$ cat src/rtl/load_store_unit.sv
// load_store_unit
// Byte-addressed load/store front end for the word-wide BRAM data port.
// One CPU request is taken at a time. Stores become a single write pulse with
// lane-replicated data and byte enables. Loads issue a read pulse, wait out the
// BRAM read latency, then return the extracted and extended lane. Bad requests
// (misaligned, out of range, illegal size) never touch memory. They produce an
// error response one cycle after accept.
//
// Handshake: a request transfers on a rising clk edge where req_valid and
// req_ready are both high. req_ready is high only in IDLE and is held low while
// reset is asserted. While req_ready is low, all req_* inputs are ignored. The
// response is a one-cycle rsp_valid pulse. It has no backpressure.
module load_store_unit #(
   parameter int          ADDR_WIDTH   = 11,
   parameter int          READ_LATENCY = 1,
   parameter logic [31:0] BASE_ADDR    = 32'h0
) (
   input  logic                  clk,
   input  logic                  reset,
   input  logic                  req_valid,
   output logic                  req_ready,
   input  logic                  req_we,
   input  logic [1:0]            req_size,
   input  logic                  req_unsigned,
   input  logic [31:0]           req_addr,
   input  logic [31:0]           req_wdata,
   output logic                  rsp_valid,
   output logic [31:0]           rsp_rdata,
   output logic                  rsp_error,
   output logic                  mem_ren,
   output logic                  mem_wen,
   output logic [3:0]            mem_bsel,
   output logic [ADDR_WIDTH-1:0] mem_addr,
   output logic [31:0]           mem_wdata,
   input  logic [31:0]           mem_rdata
);

   typedef enum logic [2:0] {
      S_IDLE  = 3'd0,
      S_WRITE = 3'd1,
      S_READ  = 3'd2,
      S_WAIT  = 3'd3,
      S_RESP  = 3'd4,
      S_ERR   = 3'd5
   } state_t;

   // Size of the data memory in bytes. Offsets at or above this value are out of range.
   localparam logic [31:0] MEM_BYTES = 32'(4) << ADDR_WIDTH;
   // WAIT lasts READ_LATENCY-1 cycles. The counter counts down to zero inside WAIT.
   localparam logic [1:0]  WAIT_INIT = (READ_LATENCY > 1) ? 2'(READ_LATENCY - 2) : 2'd0;

   state_t                r_state;
   state_t                w_next;
   logic [1:0]            r_wait_cnt;
   logic [1:0]            w_wait_cnt;

   // Load attributes captured at accept. The req_* inputs are ignored afterwards.
   logic [1:0]            r_lat_lane;
   logic [1:0]            r_lat_size;
   logic                  r_lat_uns;
   logic                  w_lat_load;

   // Registered output copies and their next values
   logic                  r_rsp_valid, w_rsp_valid;
   logic [31:0]           r_rsp_rdata, w_rsp_rdata;
   logic                  r_rsp_error, w_rsp_error;
   logic                  r_mem_ren,   w_mem_ren;
   logic                  r_mem_wen,   w_mem_wen;
   logic [3:0]            r_mem_bsel,  w_mem_bsel;
   logic [ADDR_WIDTH-1:0] r_mem_addr,  w_mem_addr;
   logic [31:0]           r_mem_wdata, w_mem_wdata;

   logic [31:0]           w_off;
   logic                  w_bad;
   logic                  w_accept;
   logic [3:0]            w_st_bsel;
   logic [31:0]           w_st_wdata;
   logic [31:0]           w_ld_data;

   assign req_ready = (r_state == S_IDLE) && !reset;
   assign w_accept  = req_valid && req_ready;

   // Decode the request address: offset into memory and legality.
   always_comb begin
      w_off = req_addr - BASE_ADDR;
      w_bad = (w_off >= MEM_BYTES)
            || (req_size == 2'b11)
            || ((req_size == 2'b01) && req_addr[0])
            || ((req_size == 2'b10) && (req_addr[1:0] != 2'b00));
   end

   // Store lane placement: replicate data across lanes and enable the addressed bytes.
   always_comb begin
      w_st_bsel  = 4'b1111;
      w_st_wdata = req_wdata;
      case (req_size)
         2'b00: begin
            w_st_wdata = {4{req_wdata[7:0]}};
            w_st_bsel  = 4'b0001 << req_addr[1:0];
         end
         2'b01: begin
            w_st_wdata = {2{req_wdata[15:0]}};
            w_st_bsel  = req_addr[1] ? 4'b1100 : 4'b0011;
         end
         default: begin
            w_st_wdata = req_wdata;
            w_st_bsel  = 4'b1111;
         end
      endcase
   end

   // Load extraction: select the latched lane and extend it to 32 bits.
   always_comb begin
      logic [7:0]  v_byte;
      logic [15:0] v_half;
      v_byte = mem_rdata[7:0];
      v_half = r_lat_lane[1] ? mem_rdata[31:16] : mem_rdata[15:0];
      case (r_lat_lane)
         2'd0:    v_byte = mem_rdata[7:0];
         2'd1:    v_byte = mem_rdata[15:8];
         2'd2:    v_byte = mem_rdata[23:16];
         default: v_byte = mem_rdata[31:24];
      endcase
      case (r_lat_size)
         2'b00:   w_ld_data = r_lat_uns ? {24'b0, v_byte} : {{24{v_byte[7]}}, v_byte};
         2'b01:   w_ld_data = r_lat_uns ? {16'b0, v_half} : {{16{v_half[15]}}, v_half};
         default: w_ld_data = mem_rdata;
      endcase
   end

   // Next-state and next-output logic. Pulses default low and are set for one cycle.
   always_comb begin
      w_next      = r_state;
      w_wait_cnt  = r_wait_cnt;
      w_lat_load  = 1'b0;
      w_rsp_valid = 1'b0;
      w_rsp_rdata = 32'h0;
      w_rsp_error = 1'b0;
      w_mem_ren   = 1'b0;
      w_mem_wen   = 1'b0;
      w_mem_bsel  = 4'h0;
      w_mem_addr  = r_mem_addr;
      w_mem_wdata = 32'h0;
      case (r_state)
         S_IDLE: begin
            if (w_accept) begin
               if (w_bad) begin
                  w_next      = S_ERR;
                  w_rsp_valid = 1'b1;
                  w_rsp_error = 1'b1;
               end else if (req_we) begin
                  w_next      = S_WRITE;
                  w_mem_wen   = 1'b1;
                  w_mem_bsel  = w_st_bsel;
                  w_mem_wdata = w_st_wdata;
                  w_mem_addr  = w_off[ADDR_WIDTH+1:2];
                  w_rsp_valid = 1'b1;
               end else begin
                  w_next      = S_READ;
                  w_mem_ren   = 1'b1;
                  w_mem_addr  = w_off[ADDR_WIDTH+1:2];
                  w_lat_load  = 1'b1;
               end
            end
         end
         S_READ: begin
            if (READ_LATENCY <= 1) begin
               w_next      = S_RESP;
               w_rsp_valid = 1'b1;
               w_rsp_rdata = w_ld_data;
            end else begin
               w_next     = S_WAIT;
               w_wait_cnt = WAIT_INIT;
            end
         end
         S_WAIT: begin
            if (r_wait_cnt == 2'd0) begin
               w_next      = S_RESP;
               w_rsp_valid = 1'b1;
               w_rsp_rdata = w_ld_data;
            end else begin
               w_wait_cnt = r_wait_cnt - 2'd1;
            end
         end
         S_WRITE, S_RESP, S_ERR: begin
            w_next = S_IDLE;
         end
         default: begin
            w_next = S_IDLE;
         end
      endcase
   end

   // State register and latency counter
   always_ff @(posedge clk or posedge reset) begin
      if (reset) begin
         r_state    <= S_IDLE;
         r_wait_cnt <= 2'd0;
      end else begin
         r_state    <= w_next;
         r_wait_cnt <= w_wait_cnt;
      end
   end

   // Capture load attributes at accept for use when the data returns
   always_ff @(posedge clk or posedge reset) begin
      if (reset) begin
         r_lat_lane <= 2'd0;
         r_lat_size <= 2'd0;
         r_lat_uns  <= 1'b0;
      end else if (w_lat_load) begin
         r_lat_lane <= req_addr[1:0];
         r_lat_size <= req_size;
         r_lat_uns  <= req_unsigned;
      end
   end

   // Output registers: every mem_* and rsp_* output comes straight from a flop
   always_ff @(posedge clk or posedge reset) begin
      if (reset) begin
         r_rsp_valid <= 1'b0;
         r_rsp_rdata <= 32'h0;
         r_rsp_error <= 1'b0;
         r_mem_ren   <= 1'b0;
         r_mem_wen   <= 1'b0;
         r_mem_bsel  <= 4'h0;
         r_mem_addr  <= '0;
         r_mem_wdata <= 32'h0;
      end else begin
         r_rsp_valid <= w_rsp_valid;
         r_rsp_rdata <= w_rsp_rdata;
         r_rsp_error <= w_rsp_error;
         r_mem_ren   <= w_mem_ren;
         r_mem_wen   <= w_mem_wen;
         r_mem_bsel  <= w_mem_bsel;
         r_mem_addr  <= w_mem_addr;
         r_mem_wdata <= w_mem_wdata;
      end
   end

   assign rsp_valid = r_rsp_valid;
   assign rsp_rdata = r_rsp_rdata;
   assign rsp_error = r_rsp_error;
   assign mem_ren   = r_mem_ren;
   assign mem_wen   = r_mem_wen;
   assign mem_bsel  = r_mem_bsel;
   assign mem_addr  = r_mem_addr;
   assign mem_wdata = r_mem_wdata;

endmodule

$ cat config.mk
export PLATFORM = sky130hd
export DESIGN_NAME = load_store_unit
export DESIGN_NICKNAME = d
export VERILOG_FILES = /design/src/rtl/load_store_unit.sv
export SDC_FILE = /design/constraint.sdc
export NUM_CORES = 1
export LEC_CHECK = 0
export ABC_AREA = 1
export CORE_ASPECT_RATIO = 0.75
export CORE_MARGIN = 2
export CORE_UTILIZATION = 46
export CTS_CLUSTER_DIAMETER = 80
export DETAILED_ROUTE_END_ITERATION = 10
export PLACE_DENSITY = 0.86
export SLEW_MARGIN = 20
export SYNTH_ARGS = -nofsm -noshare
export SYNTH_HDL_FRONTEND = slang
export SYNTH_SLANG_ARGS = --single-unit
export TNS_END_PERCENT = 50
$ cat constraint.sdc
create_clock -name clk -period 4.5 [get_ports clk]
set_input_delay 0.9 -clock clk [delete_from_list [all_inputs] [get_ports clk]]
set_output_delay 0.9 -clock clk [all_outputs]
set_load 0.1 [all_outputs]
==> reports/metrics.cfg, run 1 <==
[worst_setup_path]
arrival_ns = 3.43
r2r_slack_ns = 1.89
worst_setup_path_start_kind = input port
end_kind = flip-flop
cp_data_required_time_ns = 4.75
cp_max_fo = 29
reg2regPathDepth = 4
critical_path_class = in2reg

[sta]
finClkSkew_ns = 0.00371
rsz0062_at_grt = no
hold_viol_final = 0
drv_slew = 0
max_freq_ghz = 0.314
tightest_slew_ns = 1.03
relSlewSlack = 0.310
min_period_over_period = 0.707
fin_tns_setup_ns = 0
setup_violations = 0
worst_hold_slack_ns = 0.487
period_minus_slack_ns = 3.18

[die]
die-height_um = 88.1
io-pin-count = 187
die_x_um = 116
core_area_sq_mm = 0.00912
dieArea_sq_mm = 0.0102
num_rows = 30
start_util = 0.476

[cells_and_area]
drive_above_1_share = 0.0641
final_common_cell = clkdlybuf4s50_1
diodes = 0
design_area_sq_mm = 0.00647
fin_cells = 799
final_cell_mix = clkdlybuf4s50_1, dfrtp_1, nand2_1
area_delta_synth_final_pct = 49.2
layout.nets = 770

[global_route]
grt_pass1_wl_um = 21000
grt_overflow_total = 0
grt_use_total = 0.266
grt_max_degree = 94
use_met3 = 0.100
antenna_found_initial = 0
grt_use_met1 = 0.343
grt_pass1_vias = 4224
grtUsageMet2 = 0.424
top_usage_layer = met2

[power_and_ir_drop]
powerDensity_mw_per_mm2 = 282
p_int_mw = 1.36
irDropWorstVdd_mv = 0.249
power.share.switching = 0.254
seq_power_share = 0.466
leakagePower_nw = 2.91
pwr-share-clk = 0.391
p_switching_mw = 0.463
p_comb_frac = 0.143

[cts]
cts_resized = 0
cts_root_buf = clkbuf_16
cts_tree = yes
clkTransAtPathRegs_ns = 0.06
insertion_delay_ns = 0.34
clock_sink_count = 93
cts_buffers = 9
cts_htree_levels = 3
clock_path_buffers = 2
cts_hold_buf = 0
cts_setup_buffers = 0

[synth]
postSynthAreaPerCell_sq_um = 8.75
synth_nets = 600
netlist_area_sq_mm = 0.00434
synth_cell_types = 31
yosysSeqAreaShare = 0.536
synth_top_area_share = 0.536
ys_ff_latch = 93
synthTopCellsByArea = dfrtp_1, nand2_1, nor2_1
syn_inst = 496
synth_warnings = 0
yosys.area.top_type = dfrtp_1

[placement]
dpl.cell_count = 783
place_hpwl_um = 9570
portBuffers = 186
placed_area_sq_mm = 0.00618
gp_congestion = 0.890

[routing]
remaining_drc_errors = 0
routed_wl_um = 13300
vias = 4258
dr.pass1.iters = 5
drtIter0Drc = 345
routedWlPerCell_um = 16.7
antenna_left = 0
via_per_inst = 5.33

[status]
status = finished clean

[run]
maxCapViolations = 0

[hold_path]
hold_class = reg2reg
hold_depth = 2

kinds of logic after synthesis:
group / Yosys count / share of synthesized area
XOR/XNOR: 1 / 0.00202
flip-flops: 93 / 0.536
buffers and inverters: 66 / 0.0779
adder cells (fa/ha/maj): 1 / 0.00288
AND/OR/NAND/NOR: 214 / 0.229
AO/OA/AOI/OAI: 121 / 0.152
synthesized netlist by cell type, drive strengths merged:
| master | number |
|---|---|
| a21oi | 49 |
| o211ai | 12 |
| a31oi | 1 |
| o22ai | 11 |
| nor3b | 1 |
| nand4 | 14 |
| or2 | 1 |
| nor3 | 5 |
| nand2 | 90 |
| nand3 | 17 |
| buf | 20 |
| inv | 37 |
| clkbuf | 9 |
| ha | 1 |
| nor2 | 85 |
| nand3b | 1 |
| xor2 | 1 |
| o21ai | 47 |
| o221ai | 1 |
| dfrtp | 93 |
layout make-up:
class                           count  area, sq um
Multi-Input combinational cell    337         1690
Fill cell                         688         2650
Timing Repair Buffer              188         1870
Inverter                           37          144
Tap cell                          128          160
Clock buffer                       13          260
Clock inverter                      3         20.0
Sequential cell                    93         2330
power by group through the flow:
stage,registers (mW),logic (mW),clock network [mW]
after detailed placement,0.865,0.260,0
after global placement,0.864,0.255,0
final,0.850,0.261,0.713
after global routing,0.850,0.282,0.751
after CTS,0.849,0.261,0.718
after floorplan,0.883,0.110,0
critical path, stage by stage:
cell and delay (ns):
clkdlybuf4s50_1 0.39, buf_4 0.21, inv_2 0.19, nand2_2 0.10, nand2_1 0.08, nand3_2 0.09, nor2_4 0.62, nand3_2 0.56
nor2_1 0.27
final timing paths:
check	from	end
worst max-delay path	req_size[1]	mem_bsel[0]
worst min-delay path	mem_addr[1]	mem_addr[1]
worst max register to register	r_lat_lane[1]	rsp_rdata[8]
worst min register to register	mem_addr[1]	mem_addr[1]
max in group asynchronous	reset	mem_wdata[13]
min in group asynchronous	reset	r_wait_cnt[0]
metal layers:
metal / vias to the layer above / routed length, um
met5: - / 0
met4: 0 / 195
met3: 18 / 1380
met2: 216 / 6300
met1: 2045 / 5470
li1: 1979 / -
state kept, by name (all words and copies together) (netlist names):
signal / count
mem_addr: 11
mem_bsel: 4
mem_ren: 1
mem_wdata: 32
mem_wen: 1
r_lat_lane: 2
r_lat_size: 2
r_lat_uns: 1
r_state: 3
r_wait_cnt: 2
rsp_error: 1
rsp_rdata: 32
rsp_valid: 1
stage by stage:
| stage | setup WS, ns | util | total power, mW |
|---|---|---|---|
| 2_1_floorplan | 1.18 | - | 0.993 |
| 3_3_place_gp | 1.11 | 0.678 | 1.12 |
| 3_5_place_dp | 0.998 | 0.678 | 1.12 |
| 4_1_cts | 1.35 | 0.709 | 1.83 |
| 5_1_grt | 1.09 | 0.710 | 1.88 |
| 6_report | 1.32 | 0.710 | 1.82 |
Power figures use the tool's default switching activity.
==> inputs of run 2 (changes only) <==
--- a/config.mk
+++ b/config.mk
@@ -8,10 +8,10 @@
 export ABC_AREA = 1
 export CORE_ASPECT_RATIO = 0.75
 export CORE_MARGIN = 2
-export CORE_UTILIZATION = 46
+export CORE_UTILIZATION = 38
 export CTS_CLUSTER_DIAMETER = 80
 export DETAILED_ROUTE_END_ITERATION = 10
-export PLACE_DENSITY = 0.86
+export PLACE_DENSITY = 0.76
 export SLEW_MARGIN = 20
 export SYNTH_ARGS = -nofsm -noshare
 export SYNTH_HDL_FRONTEND = slang
==> constraint.sdc (replaced) <==
create_clock -name clk -period 2.9 [get_ports clk]
set_input_delay 0.58 -clock clk [delete_from_list [all_inputs] [get_ports clk]]
set_output_delay 0.58 -clock clk [all_outputs]
set_load 0.1 [all_outputs]
==> reports/metrics.cfg, run 2 (same netlist as run 1, synthesis figures left out) <==
[cts]
cts_setup_buffers = 0  ; unchanged
insertion_delay_ns = 0.34  ; about the same
clock_sink_count = 93  ; unchanged
cts_root_buf = clkbuf_16  ; unchanged
cts_buffers = 9  ; unchanged
clkTransAtPathRegs_ns = 0.06  ; about the same
cts_resized = 0  ; unchanged
cts_tree = yes  ; unchanged
clock_path_buffers = 2  ; unchanged
cts_htree_levels = 3  ; unchanged
cts_hold_buf = 0  ; unchanged

[cells_and_area]
final_cell_mix = clkdlybuf4s50_1, buf_4, dfrtp_1  ; was clkdlybuf4s50_1, dfrtp_1, nand2_1
multi_input_area_sq_mm = 0.00168  ; was 0.00169 sq mm
fillers = 1017  ; was 688
layout.area.seq_sq_mm = 0.00233  ; unchanged
diodes = 0  ; unchanged
final_core_util = 0.578  ; was 0.710
area_delta_synth_final_pct = 46.9  ; was 49.2%
layout.nets = 779  ; was 770
final_common_cell = clkdlybuf4s50_1  ; unchanged
drive_above_1_share = 0.199  ; was 0.0641
fin_cells = 819  ; was 799

[hold_path]
hold_class = reg2reg  ; unchanged

[sta]
period_minus_slack_ns = 2.22
setup_violations = 0  ; unchanged
relSlewSlack = 0.608  ; was 0.310
tightest_slew_ns = 0.586  ; was 1.03 ns
fin_tns_setup_ns = 0  ; unchanged
max_freq_ghz = 0.450
min_period_over_period = 0.766
rsz0062_at_grt = no  ; unchanged
drv_slew = 0  ; unchanged
setup_ws_ns = 0.678  ; was 1.32 ns
hold_viol_final = 0  ; unchanged
finClkSkew_ns = 0.00573  ; was 0.00371 ns

[worst_setup_path]
crit_top_cell = nand3_2  ; unchanged
arrival_ns = 2.47  ; was 3.43 ns
cp_max_fo = 23  ; was 29
max_stage_delay_ns = 0.46  ; was 0.62 ns
end_kind = flip-flop  ; unchanged
cp_top_family = simple AND/OR/NAND/NOR gates  ; unchanged
slowest_stage = clkdlybuf4s50_1  ; was nor2_4
critical_path_class = in2reg  ; unchanged
cp_num_buf_inv = 2  ; was 3
crit_chain = clkdlybuf4s50_1, inv_2, nand2_2, nand2_1, nand3_2, nor2_4, nand3_2, nor2_1  ; was clkdlybuf4s50_1, buf_4, inv_2, nand2_2, nand2_1, nand3_2, nor2_4, nand3_2, nor2_1
cp_data_required_time_ns = 3.15  ; was 4.75 ns
worst_setup_path_start_kind = input port  ; unchanged

[power_and_ir_drop]
powerDensity_mw_per_mm2 = 459  ; was 282 mW/mm^2
leakagePower_nw = 3.14  ; was 2.91 nW
irDropWorstVdd_mv = 0.240  ; was 0.249 mV
power.total_mw = 2.93  ; was 1.82 mW

[global_route]
grt_max_degree = 40  ; was 94
grt_use_total = 0.222  ; was 0.266
antenna_found_initial = 0  ; unchanged
grt_overflow_total = 0  ; unchanged
grt_pass1_wl_um = 21000  ; about the same
grt_pass1_vias = 4194  ; was 4224

[routing]
via_per_inst = 5.17  ; was 5.33
drtIter0Drc = 395  ; was 345
routed_wl_um = 13600  ; was 13300 um
vias = 4237  ; was 4258
routedWlPerCell_um = 16.6  ; was 16.7 um
remaining_drc_errors = 0  ; unchanged
dr.pass1.iters = 5  ; unchanged
antenna_left = 0  ; unchanged

[die]
core_area_sq_mm = 0.0110  ; was 0.00912 sq mm
die_x_um = 127  ; was 116 um
start_util = 0.394  ; was 0.476
io-pin-count = 187  ; unchanged
die-height_um = 96.5  ; was 88.1 um
dieArea_sq_mm = 0.0123  ; was 0.0102 sq mm
num_rows = 33  ; was 30

[placement]
place_hpwl_um = 10200  ; was 9570 um
dpl.cell_count = 804  ; was 783
gp_congestion = 0.914  ; was 0.890
pre_cts_slack_ns = 0.336  ; was 0.998 ns
portBuffers = 186  ; unchanged

[run]
maxCapViolations = 0  ; unchanged

[status]
status = finished clean  ; unchanged

run 2: changes by cell type in the layout (fill, tap and decap cells not counted), sizes merged:
cell / change
buf: +92
bufinv: +1
clkbuf: -1
clkdlybuf4s50: -83
clkinv: -1
clkinvlp: +1
inv: -1
run 2: final timing paths:
| kind | startpoint | to | slack, ns | cells past startpoint |
|---|---|---|---|---|
| min in group asynchronous | reset | mem_bsel[3] | 0.78 | 3 |
| max | req_size[1] | mem_wdata[7] | 0.68 | 8 |
| max in group asynchronous | reset | rsp_rdata[12] | 1.66 | 3 |
| max reg2reg | r_lat_lane[1] | rsp_rdata[15] | 0.74 | 4 |
| min | mem_addr[7] | mem_addr[7] | 0.48 | 2 |
| min reg2reg | mem_addr[7] | mem_addr[7] | 0.48 | 2 |
run 2: power by group:
| part | leakage (nW) | internal (mW) | total (mW) | switching (mW) |
|---|---|---|---|---|
| combinational | 1.70 | 0.189 | 0.423 | 0.234 |
| clock | 0.141 | 0.711 | 1.19 | 0.478 |
| sequential | 1.30 | 1.31 | 1.32 | 0.00755 |
| total | 3.14 | 2.21 | 2.93 | 0.719 |
run 2: layer usage:
layer  wire length, um  GRT usage
met4               265     0.0870
met2              6360      0.369
met5                 0          0
met1              5370      0.268
met3              1610     0.0809
run 2: final cells by class:
cell class	instances	share of cell area
clock buffers	12	0.0402
clock inverters	3	0.00707
inverters	37	0.0224
repair buffers	197	0.274
multi-input cells	337	0.264
flip-flops and latches	93	0.365
well taps	140	0.0275
run 2: worst min-delay path, cell delays in order, from the launching register on:
cell and delay [ns]:
dfrtp_1 0.35, nand2_1 0.05, nand2_1 0.05
run 2: through the flow:
| stage | cell area, sq um | hold WS [ns] |
|---|---|---|
| global placement | 6070 | 0.458 |
| detailed placement | 6070 | 0.468 |
| finish | 6370 | 0.482 |
| global route | 6370 | 0.508 |
| CTS | 6370 | 0.484 |
| floorplan | 4340 | 0.450 |
==> inputs of run 3 (changes only) <==
--- a/config.mk
+++ b/config.mk
@@ -8,10 +8,10 @@
 export ABC_AREA = 1
 export CORE_ASPECT_RATIO = 0.75
 export CORE_MARGIN = 2
-export CORE_UTILIZATION = 38
+export CORE_UTILIZATION = 43
 export CTS_CLUSTER_DIAMETER = 80
 export DETAILED_ROUTE_END_ITERATION = 10
-export PLACE_DENSITY = 0.76
+export PLACE_DENSITY = 0.81
 export SLEW_MARGIN = 20
 export SYNTH_ARGS = -nofsm -noshare
 export SYNTH_HDL_FRONTEND = slang
==> constraint.sdc (replaced) <==
create_clock -name clk -period 2.3 [get_ports clk]
set_input_delay 0.46 -clock clk [delete_from_list [all_inputs] [get_ports clk]]
set_output_delay 0.46 -clock clk [all_outputs]
set_load 0.1 [all_outputs]
==> reports/metrics.cfg, run 3 (same netlist as run 1, synthesis figures left out) <==
[die]
num_rows = 31  ; was 33
start_util = 0.446  ; was 0.394
die-height_um = 91.0  ; was 96.5 um
core_area_sq_mm = 0.00974  ; was 0.0110 sq mm
die_x_um = 120  ; was 127 um
io-pin-count = 187  ; unchanged
dieArea_sq_mm = 0.0109  ; was 0.0123 sq mm

[placement]
gp_congestion = 0.898  ; was 0.914
pre_cts_slack_ns = 0.183  ; was 0.336 ns
place_hpwl_um = 9760  ; was 10200 um
portBuffers = 186  ; unchanged

[cts]
cts_htree_levels = 3  ; unchanged
insertion_delay_ns = 0.34  ; about the same
clock_sink_count = 93  ; unchanged
clock_path_buffers = 2  ; unchanged
cts_root_buf = clkbuf_16  ; unchanged
cts_tree = yes  ; unchanged
cts_hold_buf = 0  ; unchanged
cts_buffers = 9  ; unchanged
cts_setup_buffers = 0  ; unchanged
clkTransAtPathRegs_ns = 0.07  ; was 0.06 ns

[power_and_ir_drop]
p_comb_frac = 0.139  ; was 0.144
p_switching_mw = 0.936  ; was 0.719 mW
p_int_mw = 2.97  ; was 2.21 mW
power.share.switching = 0.240  ; was 0.246
leakagePower_nw = 3.21  ; was 3.14 nW
seq_power_share = 0.426  ; was 0.450
irDropWorstVdd_mv = 0.488  ; was 0.240 mV
pwr-share-clk = 0.435  ; was 0.406
powerDensity_mw_per_mm2 = 600  ; was 459 mW/mm^2

[worst_setup_path]
end_kind = flip-flop  ; unchanged
worst_setup_path_start_kind = flip-flop  ; was input port
rr_endpoint = rsp_rdata[11]  ; was rsp_rdata[15]
r2r_slack_ns = 0.32  ; was 0.74 ns
reg2regPathDepth = 4  ; unchanged
arrival_ns = 2.21  ; was 2.47 ns
regToRegStartpoint = r_lat_lane[1]  ; unchanged
critical_path_class = reg2reg  ; was in2reg
cp_max_fo = 24  ; was 23
cp_data_required_time_ns = 2.54  ; was 3.15 ns

[routing]
vias = 4285  ; was 4237
routedWlPerCell_um = 15.7  ; was 16.6 um
antenna_left = 0  ; unchanged
drtIter0Drc = 348  ; was 395
remaining_drc_errors = 0  ; unchanged
via_per_inst = 5.23  ; was 5.17
dr.pass1.iters = 5  ; unchanged
routed_wl_um = 12800  ; was 13600 um

[global_route]
grt_pass1_vias = 4126  ; was 4194
grt_max_degree = 37  ; was 40
grt_pass1_wl_um = 20200  ; was 21000 um
antenna_found_initial = 0  ; unchanged
grt_use_total = 0.237  ; was 0.222
grt_overflow_total = 0  ; unchanged

[sta]
relSlewSlack = 0.613  ; was 0.608
fin_tns_setup_ns = 0  ; unchanged
period_minus_slack_ns = 1.98
tightest_slew_ns = 0.580  ; was 0.586 ns
finClkSkew_ns = 0.00773  ; was 0.00573 ns
setup_violations = 0  ; unchanged
max_freq_ghz = 0.506
setup_ws_ns = 0.322  ; was 0.678 ns
drv_slew = 0  ; unchanged
hold_viol_final = 0  ; unchanged
min_period_over_period = 0.860
rsz0062_at_grt = no  ; unchanged

[cells_and_area]
final_common_cell = clkdlybuf4s50_1  ; unchanged
diodes = 0  ; unchanged
final_cell_mix = clkdlybuf4s50_1, buf_4, dfrtp_1  ; unchanged
drive_above_1_share = 0.210  ; was 0.199
area_delta_synth_final_pct = 50.0  ; was 46.9%
layout.nets = 786  ; was 779

[status]
status = finished clean  ; unchanged

[hold_path]
min_from = mem_addr[9]  ; was mem_addr[7]
hold_class = reg2reg  ; unchanged
hold_depth = 2  ; unchanged
hold_end = mem_addr[9]  ; was mem_addr[7]

[run]
maxCapViolations = 0  ; unchanged

[run 3: changes by cell type in the layout (fill, tap and decap cells not counted), sizes merged]
| cell | change |
|---|---|
| clkbuf | -3 |
| buf | +7 |
| clkinvlp | -2 |
| bufinv | +2 |
| inv | +1 |
| clkinv | +3 |
[run 3: cell type report]
class	count	area [sq um]
Inverter	37	143
Tap cell	132	165
Timing Repair Buffer	204	1840
Clock buffer	9	225
Sequential cell	93	2330
Fill cell	782	3230
Clock inverter	7	121
Multi-Input combinational cell	337	1690
[run 3: routing by layer]
metal | GRT usage | share of wire | vias to the layer above
met3 | 0.0804 | 0.099 | 24
li1 | - | - | 2012
met1 | 0.316 | 0.42 | 2023
met4 | 0.0716 | 0.019 | 0
met5 | 0 | 0 | -
met2 | 0.365 | 0.46 | 226
[run 3: how the worst max path moves through the flow]
stage / start / endpoint / slack (ns) / depth (start not counted)
CTS: r_lat_lane[1] / rsp_rdata[11] / 0.18 / 4
global placement: req_size[1] / mem_addr[4] / 0.27 / 10
global route: r_lat_lane[1] / rsp_rdata[11] / 0.15 / 4
detailed placement: req_size[1] / mem_addr[10] / 0.18 / 10
floorplan: r_state[0] / req_ready / 0.007 / 3
finish: r_lat_lane[1] / rsp_rdata[11] / 0.32 / 4
[run 3: power groups by stage]
stage               sequential, mW  combinational (mW)  clock [mW]
global placement              1.69               0.532           0
detailed placement            1.69               0.542           0
global route                  1.66               0.588        1.79
CTS                           1.66               0.545        1.73
floorplan                     1.73               0.216           0
finish                        1.66               0.543        1.70
[run 3: per-stage QoR]
step / instances / area (sq um) / utilization / hold slack [ns] / power (mW)
4_1_cts: 819 / 6500 / 0.668 / 0.483 / 3.94
2_1_floorplan: 496 / 4340 / - / 0.450 / 1.94
3_5_place_dp: 803 / 6150 / 0.632 / 0.468 / 2.23
5_1_grt: 819 / 6510 / 0.668 / 0.499 / 4.04
6_report: 819 / 6510 / 0.668 / 0.479 / 3.90
3_3_place_gp: 803 / 6150 / 0.632 / 0.463 / 2.22
[run 3: worst max-delay path: stages (launching register included)]
cell and delay (ns):
dfrtp_1 0.65, nand2_1 0.36, nand4_1 0.28, nand3b_4 0.28
a21oi_1 0.30
[run 3: what timing repair did]
action	in CTS	in global routing
endpoints found under the setup margin	0	1
gates resized for setup	0	1
endpoints found under the hold margin	0	0
